[config.mk]
export PLATFORM = sky130hd
export DESIGN_NAME = cla_multicycle_adder
export DESIGN_NICKNAME = d
export VERILOG_FILES = /design/src/rtl/cla_multicycle_adder_pkg.sv /design/src/rtl/cla_multicycle_adder_cla_slice.sv /design/src/rtl/cla_multicycle_adder.sv
export SDC_FILE = /design/constraint.sdc
export NUM_CORES = 1
export LEC_CHECK = 0
export ABC_AREA = 1
export ABC_CLOCK_PERIOD_IN_PS = 8600
export CAP_MARGIN = 20
export CORE_MARGIN = 2
export CORE_UTILIZATION = 30
export DETAILED_ROUTE_END_ITERATION = 10
export PLACE_DENSITY_LB_ADDON = 0.08
export SYNTH_ARGS = -nofsm -noshare
export SYNTH_HDL_FRONTEND = slang
export SYNTH_SLANG_ARGS = --single-unit
[constraint.sdc]
create_clock -name clk -period 8.6 [get_ports clk]
set_input_delay 1.29 -clock clk [delete_from_list [all_inputs] [get_ports clk]]
set_output_delay 1.29 -clock clk [all_outputs]
set_load 0.01 [all_outputs]
[src/rtl/cla_multicycle_adder_pkg.sv]
// Shared definitions for the multi-cycle CLA adder: FSM encoding, lookahead group
// width, and the elaboration-time helpers used to size and validate the datapath.
package cla_multicycle_adder_pkg;

  typedef enum logic [1:0] {
    IDLE = 2'd0,
    RUN  = 2'd1,
    DONE = 2'd2
  } state_e;

  localparam int GROUP_W = 4;

  function automatic int clog2(input int value);
    int r;
    r = 0;
    while ((1 << r) < value) begin
      r = r + 1;
    end
    return r;
  endfunction

  // WIDTH must split into whole slices, and each slice into whole lookahead groups.
  function automatic bit params_legal(input int width, input int slice);
    return (width > 0) && (slice > 0) && ((width % slice) == 0) &&
           ((slice % GROUP_W) == 0);
  endfunction

endpackage

[src/rtl/cla_multicycle_adder_cla_slice.sv]
// Combinational SLICE-bit carry-lookahead adder built from 4-bit generate/propagate
// groups; group carries chain through each group's G/P terms.
module cla_slice
  import cla_multicycle_adder_pkg::*;
#(
  parameter int SLICE = 16
) (
  input  logic [SLICE-1:0] a,
  input  logic [SLICE-1:0] b,
  input  logic             cin,
  output logic [SLICE-1:0] sum,
  output logic [SLICE:1]   carry
);

  localparam int NGROUP = SLICE / GROUP_W;

  logic [SLICE-1:0] g;
  logic [SLICE-1:0] p;
  logic [SLICE:0]   c;
  logic             grp_g;
  logic             grp_p;
  int               base;

  always_comb begin
    g     = a & b;
    p     = a ^ b;
    c     = '0;
    c[0]  = cin;
    grp_g = 1'b0;
    grp_p = 1'b0;
    base  = 0;
    for (int j = 0; j < NGROUP; j++) begin
      base       = j * GROUP_W;
      c[base+1]  = g[base] | (p[base] & c[base]);
      c[base+2]  = g[base+1] | (p[base+1] & g[base]) |
                   (p[base+1] & p[base] & c[base]);
      c[base+3]  = g[base+2] | (p[base+2] & g[base+1]) |
                   (p[base+2] & p[base+1] & g[base]) |
                   (p[base+2] & p[base+1] & p[base] & c[base]);
      grp_g      = g[base+3] | (p[base+3] & g[base+2]) |
                   (p[base+3] & p[base+2] & g[base+1]) |
                   (p[base+3] & p[base+2] & p[base+1] & g[base]);
      grp_p      = &p[base +: GROUP_W];
      c[base+4]  = grp_g | (grp_p & c[base]);
    end
    sum   = p ^ c[SLICE-1:0];
    carry = c[SLICE:1];
  end

endmodule

[src/rtl/cla_multicycle_adder.sv]
// Multi-cycle adder/subtractor: one cla_slice is time-multiplexed over the operand,
// with the inter-slice carry held in a register between cycles.
module cla_multicycle_adder
  import cla_multicycle_adder_pkg::*;
#(
  parameter int WIDTH = 64,
  parameter int SLICE = 16
) (
  input  logic             clk,
  input  logic             rst,
  input  logic             start,
  input  logic [WIDTH-1:0] in1,
  input  logic [WIDTH-1:0] in2,
  input  logic             c_in,
  input  logic             sub,
  output logic             busy,
  output logic             done,
  output logic [WIDTH-1:0] sum,
  output logic             c_out,
  output logic             overflow
);

  localparam int NSLICE = WIDTH / SLICE;
  localparam int IDX_W  = (clog2(NSLICE) < 1) ? 1 : clog2(NSLICE);
  localparam logic [IDX_W-1:0] LAST_IDX = IDX_W'(NSLICE - 1);

  if (!params_legal(WIDTH, SLICE)) begin : g_param_check
    $error("cla_multicycle_adder: WIDTH must be a multiple of SLICE, SLICE a multiple of 4");
  end

  state_e           state_q, state_d;
  logic [IDX_W-1:0] idx_q, idx_d;
  logic             carry_q, carry_d;
  logic [WIDTH-1:0] a_q, a_d;
  logic [WIDTH-1:0] b_q, b_d;
  logic [WIDTH-1:0] acc_q, acc_d;
  logic [WIDTH-1:0] sum_q, sum_d;
  logic             cout_q, cout_d;
  logic             ovf_q, ovf_d;

  logic [SLICE-1:0] slice_a;
  logic [SLICE-1:0] slice_b;
  logic [SLICE-1:0] slice_sum;
  logic [SLICE:1]   slice_carry;
  logic             unused_carries;

  assign slice_a = a_q[int'(idx_q)*SLICE +: SLICE];
  assign slice_b = b_q[int'(idx_q)*SLICE +: SLICE];

  cla_slice #(
    .SLICE (SLICE)
  ) u_slice (
    .a     (slice_a),
    .b     (slice_b),
    .cin   (carry_q),
    .sum   (slice_sum),
    .carry (slice_carry)
  );

  // Only the top two slice carries feed c_out and the overflow flag.
  assign unused_carries = ^slice_carry[SLICE-2:1];

  always_comb begin
    state_d = state_q;
    idx_d   = idx_q;
    carry_d = carry_q;
    a_d     = a_q;
    b_d     = b_q;
    acc_d   = acc_q;
    sum_d   = sum_q;
    cout_d  = cout_q;
    ovf_d   = ovf_q;
    case (state_q)
      IDLE, DONE: begin
        if (start) begin
          // Subtraction is A + ~B + 1, so the operand is inverted once at latch time.
          a_d     = in1;
          b_d     = sub ? ~in2 : in2;
          carry_d = sub ? 1'b1 : c_in;
          idx_d   = '0;
          state_d = RUN;
        end else begin
          state_d = IDLE;
        end
      end
      RUN: begin
        acc_d[int'(idx_q)*SLICE +: SLICE] = slice_sum;
        carry_d = slice_carry[SLICE];
        idx_d   = idx_q + IDX_W'(1);
        if (idx_q == LAST_IDX) begin
          sum_d   = acc_d;
          cout_d  = slice_carry[SLICE];
          ovf_d   = slice_carry[SLICE] ^ slice_carry[SLICE-1];
          state_d = DONE;
        end
      end
      default: state_d = IDLE;
    endcase
  end

  always_ff @(posedge clk) begin
    if (rst) begin
      state_q <= IDLE;
      idx_q   <= '0;
      carry_q <= 1'b0;
      sum_q   <= '0;
      cout_q  <= 1'b0;
      ovf_q   <= 1'b0;
    end else begin
      state_q <= state_d;
      idx_q   <= idx_d;
      carry_q <= carry_d;
      sum_q   <= sum_d;
      cout_q  <= cout_d;
      ovf_q   <= ovf_d;
    end
  end

  always_ff @(posedge clk) begin
    a_q   <= a_d;
    b_q   <= b_d;
    acc_q <= acc_d;
  end

  assign busy     = (state_q == RUN);
  assign done     = (state_q == DONE);
  assign sum      = sum_q;
  assign c_out    = cout_q;
  assign overflow = ovf_q;

endmodule

* Word-level counts from Yosys, hierarchy flattened
Cells that the tools add are included.
** Word-level totals
- Flip-flop bits (word level) :: 263
- Bits of input ports :: 133
- Output and inout bits :: 68
- Word-level logic and storage cells :: 145
** Operators by class
- Add/sub/neg operators :: 2
- Equal/unequal tests :: 5
- Shift operators :: 4
- Mux-type cells :: 10
- Bitwise logic cells :: 105
- Reductions and logical operators :: 10
** Operators with widths (number)
- 64-bit by 7-bit indexed part select with 16-bit output :: 2
- 64-bit bitwise mux :: 1
- 64-bit 2-to-1 mux :: 1
- 64-bit inverter :: 1
- 16-bit by 33-bit variable shift with 64-bit output (first input constant) :: 1
- 16-bit by 33-bit indexed part select with 64-bit output :: 1
- 1-bit AND :: 60
- 1-bit OR :: 40
- 6-bit negation with 33-bit output :: 1
- 16-bit bitwise XOR :: 2
- 16-bit AND :: 1
- 4-bit AND reduction :: 4
- 2-bit one-hot mux with 2 select lines :: 2
- 2-bit AND reduction :: 3
- 2-bit equality test (second input constant) :: 2
- 2-bit 2-to-1 mux :: 2
- 1-bit 2-to-1 mux :: 3
- 2-bit by 1-bit adder with 2-bit output (second input constant) :: 1
- 2-bit by 1-bit equality test with 1-bit output (second input constant) :: 1
- 2-bit logical NOT :: 1
- 2-bit by 1-bit inequality test with 1-bit output (second input constant) :: 1
- 2-bit inequality test (second input constant) :: 1
- 1-bit one-hot mux with 2 select lines :: 1
- 2-bit nonzero test :: 1
- 2 further kinds :: 2

* Logic depth before layout (Yosys ltp)
Gate-level depths: netlist of run 1.
- Depth after elaboration :: 16
- Gate-level depth with buffers :: 22
- Mapped depth without buffers :: 20

* Modules after synthesis
Synthesis of run 1 repeated with hierarchy kept, for this count alone.
** Second synthesis, totals
- Cells, all modules :: 1208
- Area total of the unflattened synthesis :: 11547.3 µm²
** By module, submodules not included
- cla_multicycle_adder :: times used 1, cells an instance 1092, area each 10739.0 µm², sequential area each 6706.4 µm²
- cla_slice :: times used 1, cells an instance 116, area each 808.3 µm², sequential area each 0.0 µm²

* Least setup slack after synthesis of run 1
Ideal clock, no wire load.
- Kind :: input port to flip-flop
- From :: in start
- To :: reg carry_q
- Setup time :: 0.081 ns
- Data arrival time :: 4.446 ns
- Required time :: 8.519 ns
- Path slack :: 4.073 ns
- Cell stages on the path :: 4
- Path buffers :: 0
- Path through :: nand2_1 -> inv_1 -> o21ai_0 -> a31oi_1
** On the way
- Word-level cells in the longest chain between the ends :: 2
** Ends and longest elaborated chain
- start: declaration :: RTL line cla_multicycle_adder.sv:11 : input logic start,
- 2-bit inequality test (no line)
- 2-bit AND reduction (no line)
- end signal: assignment :: RTL line cla_multicycle_adder.sv:112 : carry_q <= carry_d;
- end: declaration :: RTL line cla_multicycle_adder.sv:33 : logic carry_q, carry_d;
Every way passes these cells.
A chain may end at the register's enable or synchronous reset.

* Worst setup path in the final report of run 1
- From :: reg idx_q[0]
- To :: reg sum_q[29], in the netlist sum[29]
** On the way
- Word-level cells in the longest chain between the ends :: 16
- Elaborated cells on any way between the ends :: 104
- Classes of those cells :: 1 x add/sub; 1 x eq/ne; 4 x shift; 1 x mux; 93 x bitwise; 4 x reduce/logical
** Ends and longest elaborated chain
- start: declaration :: RTL line cla_multicycle_adder.sv:32 : logic [IDX_W-1:0] idx_q, idx_d;
- start signal: assignment :: RTL line cla_multicycle_adder.sv:111 : idx_q <= idx_d;
- 64-bit by 7-bit indexed part select with 16-bit output, on equally long branches :: RTL line cla_multicycle_adder.sv:47, cla_multicycle_adder.sv:48
- 16-bit bitwise XOR / 16-bit AND (equally long branches) :: RTL line cla_multicycle_adder_cla_slice.sv:26, cla_multicycle_adder_cla_slice.sv:25
- 1-bit AND, on equally long branches :: RTL line cla_multicycle_adder_cla_slice.sv:40, cla_multicycle_adder_cla_slice.sv:41, cla_multicycle_adder_cla_slice.sv:42
- 1-bit OR, or another cell as far along :: RTL line cla_multicycle_adder_cla_slice.sv:40 : grp_g = g[base+3] | (p[base+3] & g[base+2]) |
- 1-bit OR / 1-bit AND (equally long branches) :: RTL line cla_multicycle_adder_cla_slice.sv:40, cla_multicycle_adder_cla_slice.sv:42
- 1-bit OR :: RTL line cla_multicycle_adder_cla_slice.sv:41 : (p[base+3] & p[base+2] & g[base+1]) |
- 1-bit OR :: RTL line cla_multicycle_adder_cla_slice.sv:44 : c[base+4] = grp_g | (grp_p & c[base]);
- 1-bit AND :: RTL line cla_multicycle_adder_cla_slice.sv:44
- 1-bit OR :: RTL line cla_multicycle_adder_cla_slice.sv:44
- 1-bit AND :: RTL line cla_multicycle_adder_cla_slice.sv:44
- 1-bit OR :: RTL line cla_multicycle_adder_cla_slice.sv:44
- 1-bit AND, on equally long branches :: RTL line cla_multicycle_adder_cla_slice.sv:34, cla_multicycle_adder_cla_slice.sv:36, cla_multicycle_adder_cla_slice.sv:39
- 1-bit OR, on equally long branches :: RTL line cla_multicycle_adder_cla_slice.sv:34, cla_multicycle_adder_cla_slice.sv:35, cla_multicycle_adder_cla_slice.sv:38
- 16-bit bitwise XOR :: RTL line cla_multicycle_adder_cla_slice.sv:46 : sum = p ^ c[SLICE-1:0];
- 16-bit by 33-bit indexed part select with 64-bit output :: RTL line cla_multicycle_adder.sv:87 : acc_d[int'(idx_q)*SLICE +: SLICE] = slice_sum;
- 64-bit bitwise mux :: RTL line cla_multicycle_adder.sv:87
- end signal: assignment :: RTL line cla_multicycle_adder.sv:113 : sum_q <= sum_d;
- end: declaration :: RTL line cla_multicycle_adder.sv:37 : logic [WIDTH-1:0] sum_q, sum_d;
Parallel ways exist; a longest one is shown, timed or not.

==> impl_metrics.toml, run 1 <==
[run_status]
status = "complete, no violations"

[finish]
final_net_count = 1412
drive_gt1_frac = 0.0619
syn_to_final_growth_pct = 29.8
antenna_cells = 0
final_util = 0.393

[setup_path]
arrival_ps = 4680
r2r_end = "sum[29]"
reg2reg_depth = 15
worstPathRequired_ps = 9090
timing.rr.start = "idx_q[0]"
critPathCaptureType = "flip-flop"
cp_slowest_cell = "dfxtp_2"
cpMostUsedCell = "o21ai_0"
rrSetupSlack_ps = 4410
critPathKind = "flip-flop to flip-flop"
slowest_delay_ps = 860
critPathBufInv = 2
start_kind = "flip-flop"
path_max_fanout = 52
path_cells = "buf_4 -> o21ai_0 -> o22ai_1 -> ha_1 -> a21oi_2 -> o21ai_0 -> a21oi_1 -> nand2_2 -> fa_1 -> xnor2_1 -> nor2_1 -> nand2_1 -> o21ai_0 -> o21bai_1 -> inv_1"
crit_family = "compound AO/OA/AOI/OAI gates"

[flow_run]
cap_violations = 0

[detailed_routing]
drc = 0
viasPerCell = 4.50
wl_per_cell_um = 17.7
via_count = 8084
ant_nets = 0
dr.first_iter.drc_count = 399
firstDrtPassIters = 6
routed_wl_um = 31900

[global_route]
gr-total-overflow = 0
antenna_found_initial = 0
grt_pass1_wl_um = 49700
grt_max_degree = 77
grt_pass1_vias = 8421
grt_use_total = 0.156

[floorplan]
die_height_um = 201
coreArea_um2 = 38500
die-area_um2 = 40400
io_pins = 201
fp-row-count = 72
start_util = 0.303
die_x_um = 201

[placed_design]
place_ws_ps = 4410
dpl.hpwl_um = 21500
port-buffer-count = 200
globalplace.congestion = 0.712

[clocking]
clockBufferDepth = 3
tritoncts = "yes"
ctsResizeCount = 0
ctsHoldBuffers = 0
postCtsSetupRepairBufs = 0
htree_levels = 1
clk_pin_slew_ps = 60
cts_sinks = 263
cts-buffers-inserted = 31
root_buffer = "clkbuf_16"
clk-insertion-delay-late_ps = 550

[hold_path]
hold_depth = 2
hold_path.class = "flip-flop to flip-flop"
min_to = "sum[51]"
min-delay-start = "sum[51]"

[synth]
seq_area_frac_synth = 0.617
synth_edf_count = 192
ys_seq_elements = 263
ys_types = 40
avgSynthCellArea_um2 = 10.9
synth_nets = 1228
synth_warnings = 0
ys.flop_type = "edfxtp_1"
synthArstFlopShare = 0
synth_cells = 1069
syn_area_um2 = 11700

[sta]
drv_slew = 0
max_freq_mhz = 238
layout_setup_ws_ps = 4410
layout_min_cycle_time_ps = 4190
slew_headroom = 0.309
skew_ps = 6.94
fin_crit_sh = 0.488
rsz0062_at_grt = "no"
tns_ps = 0
hold_violations = 0
tightestPinTransition_ps = 1040
finalSetupViolations = 0

[pwr]
p_sw_frac = 0.260
intPower_w = 0.00250
power.density_nw_per_um2 = 223
combPwrFrac = 0.156
switchingPower_w = 0.000877
vdd_drop_max_mv = 0.179
p_leak_nw = 6.01
clkPwrFrac = 0.402
seq_power_share = 0.442
[cell usage in the layout (no fill, tap or decap), drive strengths merged, types with 4 or more instances in the layout]
cell type,instances
clkdlybuf4s50,199
edfxtp,192
o21ai,147
nand2,133
inv,115
nor2,79
dfxtp,71
xor2,66
clkbuf,45
o21bai,42
o22ai,39
nand3,31
ha,22
o21a,19
a21oi,15
buf,11
nand4,10
clkinv,7
a22o,6
bufinv,5
xnor2,4
fa,4
[Yosys cell counts, drive strengths merged (6+ instances only)]
cell type    n  area, µm²
a21oi       15       82.6
a22o         6       52.6
buf         15       77.6
clkbuf      42        218
dfxtp       71       1420
edfxtp     192       5770
ha          22        275
inv        115        432
nand2      133        527
nand3       31        160
nand4       10       62.6
nor2        79        302
o21a        19        143
o21ai      147        743
o21bai      42        315
o22ai       39        244
xor2        66        578
[stage by stage]
step	total power, W	instances	cell area (µm²)	hold WS, ps
6_report	0.00338	1795	15100	470
5_1_grt	0.00354	1795	15100	490
4_1_cts	0.00343	1795	15100	477
3_5_place_dp	0.00206	1738	14100	467
3_3_place_gp	0.00206	1738	14100	461
2_1_floorplan	0.00183	1069	11700	465
[per-layer routing]
metal	vias to the layer above	part of all wire	track usage	wire [µm]
met3	29	0.046	0.0277	1460
met1	3834	0.47	0.211	14800
li1	4049	-	-	-
met5	-	0	0	0
met4	0	0.012	0.0275	398
met2	172	0.48	0.266	15200
[flip-flops by register name, summed over array words and instances (netlist names)]
| name | flops |
|---|---|
| acc_q | 64 |
| c_out | 1 |
| b_q | 64 |
| a_q | 64 |
| sum | 64 |
| state_q | 2 |
| carry_q | 1 |
| overflow | 1 |
| idx_q | 2 |
[worst min-delay path, delay by kind of cell, from the launching register on]
family / cells / cell delay [ps]
flip-flops: 1 / 310
AND/OR/NAND/NOR: 2 / 120
[cells by family after synthesis]
kind of cell / synth area share
compound gates: 0.144
flops: 0.617
simple gates: 0.0916
buf+inv: 0.0642
xor+xnor: 0.0526
fa+ha+maj: 0.0305
[layout make-up]
cell class,count,area (µm²)
fillers,3789,23300
well taps,518,648
clock inverters,12,186
inverters,115,434
flip-flops and latches,263,7190
repair buffers,210,2070
clock buffers,45,868
multi-input cells,632,3720
[worst max-delay path by stage]
| stage | start | end | slack (ps) | cells after the start |
|---|---|---|---|---|
| floorplan | start | carry_q | 4070 | 4 |
| global placement | idx_q[0] | sum[61] | 4500 | 15 |
| detailed placement | idx_q[0] | sum[29] | 4410 | 15 |
| CTS | idx_q[0] | sum[29] | 4360 | 15 |
| global route | idx_q[0] | sum[61] | 4010 | 15 |
| finish | idx_q[0] | sum[29] | 4410 | 15 |
[power groups by stage]
| stage | clock (W) | sequential, W | combinational, W |
|---|---|---|---|
| floorplan | 0 | 0.00151 | 0.000323 |
| global placement | 0 | 0.00152 | 0.000538 |
| detailed placement | 0 | 0.00152 | 0.000543 |
| CTS | 0.00139 | 0.00149 | 0.000544 |
| global route | 0.00144 | 0.00150 | 0.000594 |
| finish | 0.00136 | 0.00149 | 0.000528 |
No activity file was read; power rests on OpenSTA's default activity.
==> inputs of run 2 (changes only) <==
--- a/config.mk
+++ b/config.mk
@@ -6,7 +6,7 @@
 export NUM_CORES = 1
 export LEC_CHECK = 0
 export ABC_AREA = 1
-export ABC_CLOCK_PERIOD_IN_PS = 8600
+export ABC_CLOCK_PERIOD_IN_PS = 3400
 export CAP_MARGIN = 20
 export CORE_MARGIN = 2
 export CORE_UTILIZATION = 30
==> constraint.sdc (replaced) <==
create_clock -name clk -period 3.4 [get_ports clk]
set_input_delay 0.51 -clock clk [delete_from_list [all_inputs] [get_ports clk]]
set_output_delay 0.51 -clock clk [all_outputs]
set_load 0.01 [all_outputs]
==> impl_metrics.toml, run 2 (synthesis results as in run 1) <==
[detailed_routing]
wl_per_cell_um = 17.7
firstDrtPassIters = 4
drc = 0
routed_wl_um = 32200
via_count = 8148
dr.first_iter.drc_count = 417
ant_nets = 0
viasPerCell = 4.50

[global_route]
grt_use_total = 0.158
grt_max_degree = 69
grt_pass1_wl_um = 49800
antenna_found_initial = 0
grt_pass1_vias = 8429
gr-total-overflow = 0

[pwr]
clkPwrFrac = 0.377
p_leak_nw = 6.14
vdd_drop_max_mv = 0.391
switchingPower_w = 0.00221
p_sw_frac = 0.264
seq_power_share = 0.450
intPower_w = 0.00616
p_total_w = 0.00837
power.density_nw_per_um2 = 543
combPwrFrac = 0.174

[placed_design]
port-buffer-count = 200
place_ws_ps = 99.6
place_inst = 1750
globalplace.congestion = 0.731
dpl.hpwl_um = 22300

[clocking]
cts_sinks = 263
tritoncts = "yes"
clk-insertion-delay-late_ps = 550
htree_levels = 1
cts-buffers-inserted = 30
clockBufferDepth = 3
root_buffer = "clkbuf_16"
clk_pin_slew_ps = 60

[flow_run]
cap_violations = 0

[sta]
layout_min_cycle_time_ps = 3120
skew_ps = 11.0
slew_headroom = 0.316
tightestPinTransition_ps = 1030
max_freq_mhz = 321
fin_crit_sh = 0.916
rsz0062_at_grt = "no"
drv_slew = 0
hold_violations = 0
finalSetupViolations = 0
layout_setup_ws_ps = 284
tns_ps = 0

[setup_path]
slowest_delay_ps = 660
worstPathRequired_ps = 3900
startpoint = "idx_q[1]"
timing.rr.start = "idx_q[1]"
cp_slowest_cell = "fa_1"
start_kind = "flip-flop"
critPathKind = "flip-flop to flip-flop"
path_cells = "inv_2 -> buf_12 -> o21ai_0 -> o22ai_1 -> ha_2 -> a21oi_1 -> nand2_1 -> a21oi_2 -> nand2_2 -> fa_1 -> nand3_1 -> o21ai_0 -> o21ai_0 -> inv_1"
path_max_fanout = 13
cpMostUsedCell = "o21ai_0"
arrival_ps = 3610
critPathCaptureType = "flip-flop"

[finish]
final_cell_mix = "199 x clkdlybuf4s50_1, 192 x edfxtp_1, 137 x o21ai_0"
final_common_cell = "clkdlybuf4s50_1"
final_cells = 1812
drive_gt1_frac = 0.0781
final_net_count = 1429
final_util = 0.400
antenna_cells = 0
syn_to_final_growth_pct = 32.1
fillers = 3754

[floorplan]
die_x_um = 201
die-area_um2 = 40400
coreArea_um2 = 38500
die_height_um = 201
start_util = 0.303
fp-row-count = 72
io_pins = 201

[hold_path]
min-delay-start = "sum[6]"
hold_path.class = "flip-flop to flip-flop"

[run_status]
status = "complete, no violations"
==> run 2: cell types whose count changed in the layout (fill, tap and decap cells not counted), sizes merged <==
cell      before  now
clkinvlp       0    1
buf           11   25
clkinv         7   11
bufinv         5    2
inv          115  114
clkbuf        45   47
==> run 2: power groups by stage <==
stage / clock [W] / combinational (W) / sequential [W]
after detailed placement: 0 / 0.00144 / 0.00383
final: 0.00315 / 0.00145 / 0.00376
after global routing: 0.00338 / 0.00163 / 0.00378
after floorplan: 0 / 0.000817 / 0.00382
after CTS: 0.00327 / 0.00144 / 0.00376
after global placement: 0 / 0.00143 / 0.00383
==> run 2: metal layers <==
layer / global-route usage / vias to the layer above / wire length, µm
met3: 0.0311 / 30 / 1730
met2: 0.273 / 189 / 15800
met4: 0.0272 / 0 / 374
li1: - / 4098 / -
met5: 0 / - / 0
met1: 0.208 / 3831 / 14300
==> run 2: cell type report <==
type	instances	area [µm²]	area share
flip-flops and latches	263	7190	0.467
multi-input cells	632	3760	0.244
repair buffers	228	2390	0.155
clock buffers	43	861	0.0559
well taps	518	648	0.0421
inverters	115	438	0.0284
clock inverters	13	106	0.00691
==> run 2: path summary, 6_finish.rpt <==
check,end,slack (ps),cells after the start
worst max-delay path,sum[24],280,14
worst min-delay path,sum[6],470,2
worst max register to register,sum[24],280,14
worst min register to register,sum[6],470,2
==> run 2: worst max-delay path, delay by kind of cell (launching register included) <==
family,cells,cell delay (ps)
fa+ha+maj,2,1010
buf+inv,3,380
flops,1,360
compound gates,6,920
simple gates,3,380
==> run 2: timing repair <==
item,4_1_cts,5_1_grt
gates resized for setup,0,18
hold buffers,0,0
endpoints found under the setup margin,0,15
buffers inserted,0,2
==> run 2: stage by stage <==
stage                     cell area [µm²]  hold WS [ps]
after floorplan                     11700           465
after global placement              14300           462
after detailed placement            14300           465
after CTS                           15200           475
after global routing                15400           493
final                               15400           470
==> inputs of run 3 (changes only) <==
--- a/config.mk
+++ b/config.mk
@@ -10,6 +10,7 @@
 export CAP_MARGIN = 20
 export CORE_MARGIN = 2
 export CORE_UTILIZATION = 30
+export CTS_CLUSTER_DIAMETER = 120
 export DETAILED_ROUTE_END_ITERATION = 10
 export PLACE_DENSITY_LB_ADDON = 0.08
 export SYNTH_ARGS = -nofsm -noshare
==> results of run 3 <==
No change in the layout: final DEF, timing and power equal those of run 2.
==> RTL change 1 (settings of run 2) <==
Make the reset (`rst`) asynchronous in one clocked block.
--- a/src/rtl/cla_multicycle_adder.sv
+++ b/src/rtl/cla_multicycle_adder.sv
@@ -99,5 +99,5 @@
   end
 
-  always_ff @(posedge clk) begin
+  always_ff @(posedge clk or posedge rst) begin
     if (rst) begin
       state_q <= IDLE;
Function: differs if rst is asserted again (counterexample within 4 cycles, from zero or initial values and one cycle with rst high); with rst held inactive, the same outputs for 4 cycles.
==> RTL change 1 against run 2 <==
- via count decreased by 1.1%
- non-clock buffer count increased by 9
- design area increased by 0.78%
- fmax decreased by 3.2%
- sequential cell count unchanged
- area after synthesis decreased by 0.47%
- die area decreased by 0.47%
- worst setup slack got worse by 0.10 ns
- wire length increased by 1.8%
- first-iteration DRC count increased by 6.2%
- clock skew decreased by 0.0012 ns
- critical path type unchanged
- largest cell class unchanged
Power is not compared: it rests on default switching activity, and its combinational part moved more than twofold at a synthesized area within 25%.
==> RTL change 1: results (changes against run 2) <==
INFO  setup_path     cp_slowest_cell=sky130_fd_sc_hd__dfrtp_2
INFO  synthesis      async_reset_ff_share=27.0% [+27 points]
INFO  min_path       worst_hold_path_type=input pin to async pin
INFO  placement      post-place-ws=0.0572ns [-0.0424 ns]
INFO  grt            grt_pass1_wl=49.9mm [+0.14%]
INFO  grt            grt_util_all_layers=15.9% [+0.058 points]
INFO  layout         layout-area-overhead-vs-synth=33.8%
INFO  setup_path     critical_path.max_stage_delay=0.45ns [-0.21 ns]
INFO  layout         drive_above_1_share=9.86% [+2.1 points]
INFO  synthesis      ys_top_cells_by_area=sky130_fd_sc_hd__edfxtp_1 50%, sky130_fd_sc_hd__dfrtp_1 15%, sky130_fd_sc_hd__nand2_1 9.5%, sky130_fd_sc_hd__xor2_1 4.9%, sky130_fd_sc_hd__o21ai_0 4.1%
INFO  layout         n_multi_input_combinational_cell=676 [+7.0%]
INFO  grt            grt_start_max_net_pins=68 [-1.4%]
INFO  layout         n_all_buffers=237 [+3.9%]
INFO  setup_path     path_max_fanout=15 [+2]
INFO  synthesis      commonest_cells_in_the_synthesized_netlist=293 x sky130_fd_sc_hd__nand2_1, 192 x sky130_fd_sc_hd__edfxtp_1, 95 x sky130_fd_sc_hd__o21ai_0, 79 x sky130_fd_sc_hd__nor2_1, 71 x sky130_fd_sc_hd__dfrtp_1
INFO  detailed_routing drt_iter0_drc=443 [+6.2%]
INFO  layout         clkCellAreaFrac=6.35% [+0.072 points]
INFO  timing         relative_slew_slack=47.5% [+16 points]
INFO  layout         multi_input_area_share=23.6% [-0.79 points]
INFO  layout         final.clkbuf_count=42 [-2.3%]
INFO  layout         bufAreaShareNonClock=15.6% [+0.033 points]
INFO  placement      placedInstanceArea=14300µm² [+0.46%]
INFO  grt            first_global_vias=8425 [-0.047%]
INFO  synthesis      synth_cell_types=34 [-15%]
INFO  detailed_routing drt_first_pass_iters=6 [+2]
INFO  detailed_routing wl_per_cell=18.0µm [+1.5%]
INFO  placement      gpl_wtd_cong=0.749 [+2.5%]
INFO  timing         worst_clock_skew=0.00979ns [-0.00122 ns]
INFO  placement      post-place-cells=1753 [+0.17%]
INFO  setup_path     cp_data_arrival_time=3.48ns [-0.13 ns]
INFO  layout         sequential_cell_area=7540µm² [+4.9%]
INFO  detailed_routing vias=8057 [-1.1%]
INFO  outcome        outcome=complete, no violations
INFO  placement      dp.final_hpwl=22.5mm [+0.58%]
INFO  power_and_ir_drop power=16.3mW
INFO  layout         final_cell_count_no_fill=1816 [+0.22%]
[RTL change 1: cell count changes after synthesis, moves of 5 or more]
cell                              run 2  this run
sky130_fd_sc_hd__inv_1              114        63
sky130_fd_sc_hd__dfrtp_1              0        71
sky130_fd_sc_hd__buf_2               11        16
sky130_fd_sc_hd__o21bai_1            42         1
sky130_fd_sc_hd__o22ai_1             39        44
sky130_fd_sc_hd__nand2_1            124       293
sky130_fd_sc_hd__o21a_1              19         0
sky130_fd_sc_hd__o21ai_0            145        95
sky130_fd_sc_hd__dfxtp_1             71         0
sky130_fd_sc_hd__a22o_1               6         0
sky130_fd_sc_hd__clkbuf_8             6         0
sky130_fd_sc_hd__nand3_1             30        19
sky130_fd_sc_hd__a21oi_1             13         6
[RTL change 1: final timing paths]
check | endpoint | cells past startpoint | slack, ns
worst max-delay path | acc_q[25] | 14 | 0.18
worst min-delay path | sum[37] | 2 | 0.29
worst max register to register | acc_q[25] | 14 | 0.18
worst min register to register | sum[63] | 2 | 0.48
max in group asynchronous | idx_q[0] | 3 | 2.49
min in group clk | sum[63] | 2 | 0.48
[RTL change 1: per-layer routing]
metal,global-route usage [%],wire length (µm)
met1,22.1,15300
met2,25.9,15400
met3,2.52,1350
met4,3.94,714
met5,0,0
[RTL change 1: logic make-up (layout without fill, tap and decap cells)]
logic type               count (synthesis)  in the layout  share of synthesized area [%]
adder cells (fa/ha/maj)                 26             26                           3.06
XOR/XNOR                                70             70                           5.35
buffers and inverters                  120            359                           4.06
AO/OA/AOI/OAI                          166            166                           8.15
flip-flops                             263            263                           65.0
AND/OR/NAND/NOR                        414            414                           14.4
[RTL change 1: repair_timing]
item,CTS,global route
resized for setup,0,25
buffers inserted,0,3
endpoints found under the setup margin,0,21
hold buffers,0,0
==> RTL change 2 (config.mk and constraints of run 2) <==
Made on the original files. The parameter `WIDTH` goes from 64 to 32.
--- a/src/rtl/cla_multicycle_adder.sv
+++ b/src/rtl/cla_multicycle_adder.sv
@@ -4,5 +4,5 @@
   import cla_multicycle_adder_pkg::*;
 #(
-  parameter int WIDTH = 64,
+  parameter int WIDTH = 32,
   parameter int SLICE = 16
 ) (
Ports: changed (resized in1, in2 and sum); port bits go from 201 to 105. The function was not compared with the original's and may differ.
==> RTL change 2 against run 2 <==
- critical path depth rose by 3
- worst setup slack improved by 0.31 ns
- critical endpoint is now acc_q[13]
- wire length decreased by 63%
- power fell by 49%
- design area fell by 53%
- area after synthesis is 53% lower
- sequential cell count shrank 145
- largest cell class unchanged
==> RTL change 2: results (changes against run 2) <==
INFO  layout         bufAreaShareNonClock=14.9% [-0.62 points]
INFO  timing         fin_crit_sh=82.6% [-9.0 points]
INFO  synthesis      synthesis.instances=547 [-49%]
INFO  synthesis      commonest_cells_in_the_synthesized_netlist=164 x sky130_fd_sc_hd__nand2_1, 80 x sky130_fd_sc_hd__edfxtp_1, 38 x sky130_fd_sc_hd__dfxtp_1, 38 x sky130_fd_sc_hd__xor2_1, 37 x sky130_fd_sc_hd__inv_1
INFO  detailed_routing route.final.wire_length=11.9mm [-63%]
INFO  setup_path     critical_path.max_stage_delay=0.43ns [-0.23 ns]
INFO  layout         n_all_buffers=109 [-52%]
INFO  setup_path     critical_path.n_buffers_inverters=2 [-1]
INFO  layout         sequential_cell_area=3160µm² [-56%]
INFO  outcome        outcome=complete, no violations
INFO  setup_path     reg2reg_from=idx_q
INFO  clock_network  tritoncts.num_buffers=17 [-43%]
INFO  grt            first_global_vias=3925 [-53%]
INFO  placement      post-place-ws=0.574ns [+0.474 ns]
INFO  grt            grt_start_max_net_pins=66 [-4.3%]
INFO  min_path       worst_hold_startpoint=sum[12]
INFO  synthesis      net_count_of_the_mapped_netlist=636 [-48%]
INFO  synthesis      synth_cell_types=28 [-30%]
INFO  layout         total_area_of_multi_input_combinational_cells=1990µm² [-47%]
INFO  synthesis      synthAdderAreaFrac=5.16% [+2.1 points]
INFO  synthesis      synth-compound-area-share=6.29% [-8.2 points]
INFO  synthesis      ys_seq_elements=118 [-55%]
INFO  layout         inverter_count=45 [-61%]
INFO  layout         finalNetCount=739 [-48%]
INFO  placement      placedInstanceArea=6690µm² [-53%]
INFO  placement      post-place-cells=860 [-51%]
INFO  layout         clkCellAreaFrac=8.08% [+1.8 points]
INFO  grt            grt_pass1_wl=19.5mm [-61%]
INFO  clock_network  clock_insertion_delay_worst_skew=0.41ns [-0.14 ns]
INFO  synthesis      synth_enable_flop_cells=80 [-58%]
INFO  timing         holdWs=0.469ns [-0.000935 ns]
INFO  layout         drive_above_1_share=10.1% [+2.3 points]
INFO  power_and_ir_drop ir_worst_vdd=0.385mV [-1.6%]
INFO  layout         final.clkbuf_count=27 [-37%]
## RTL change 2: layer usage
metal	track usage [%]	vias up	routed length (µm)
li1	-	1994	-
met1	17.5	1746	5960
met2	19.6	101	5130
met3	4.32	17	630
met4	4.62	0	175
met5	0	-	0
## RTL change 2: path summary, 6_finish.rpt
check / end / cells past startpoint
min: sum[12] / 2
min reg2reg: sum[12] / 2
max: acc_q[13] / 17
max reg2reg: acc_q[13] / 17
## RTL change 2: power by group
part,switching [mW],internal (mW),total (mW)
clock,0.611,1.12,1.73
sequential,0.0413,1.69,1.73
combinational,0.460,0.309,0.769
## RTL change 2: logic make-up after synthesis
family,count (synthesis)
adder cells (fa/ha/maj),20
buffers and inverters,70
AND/OR/NAND/NOR,237
flip-flops,118
XOR/XNOR,40
AO/OA/AOI/OAI,62
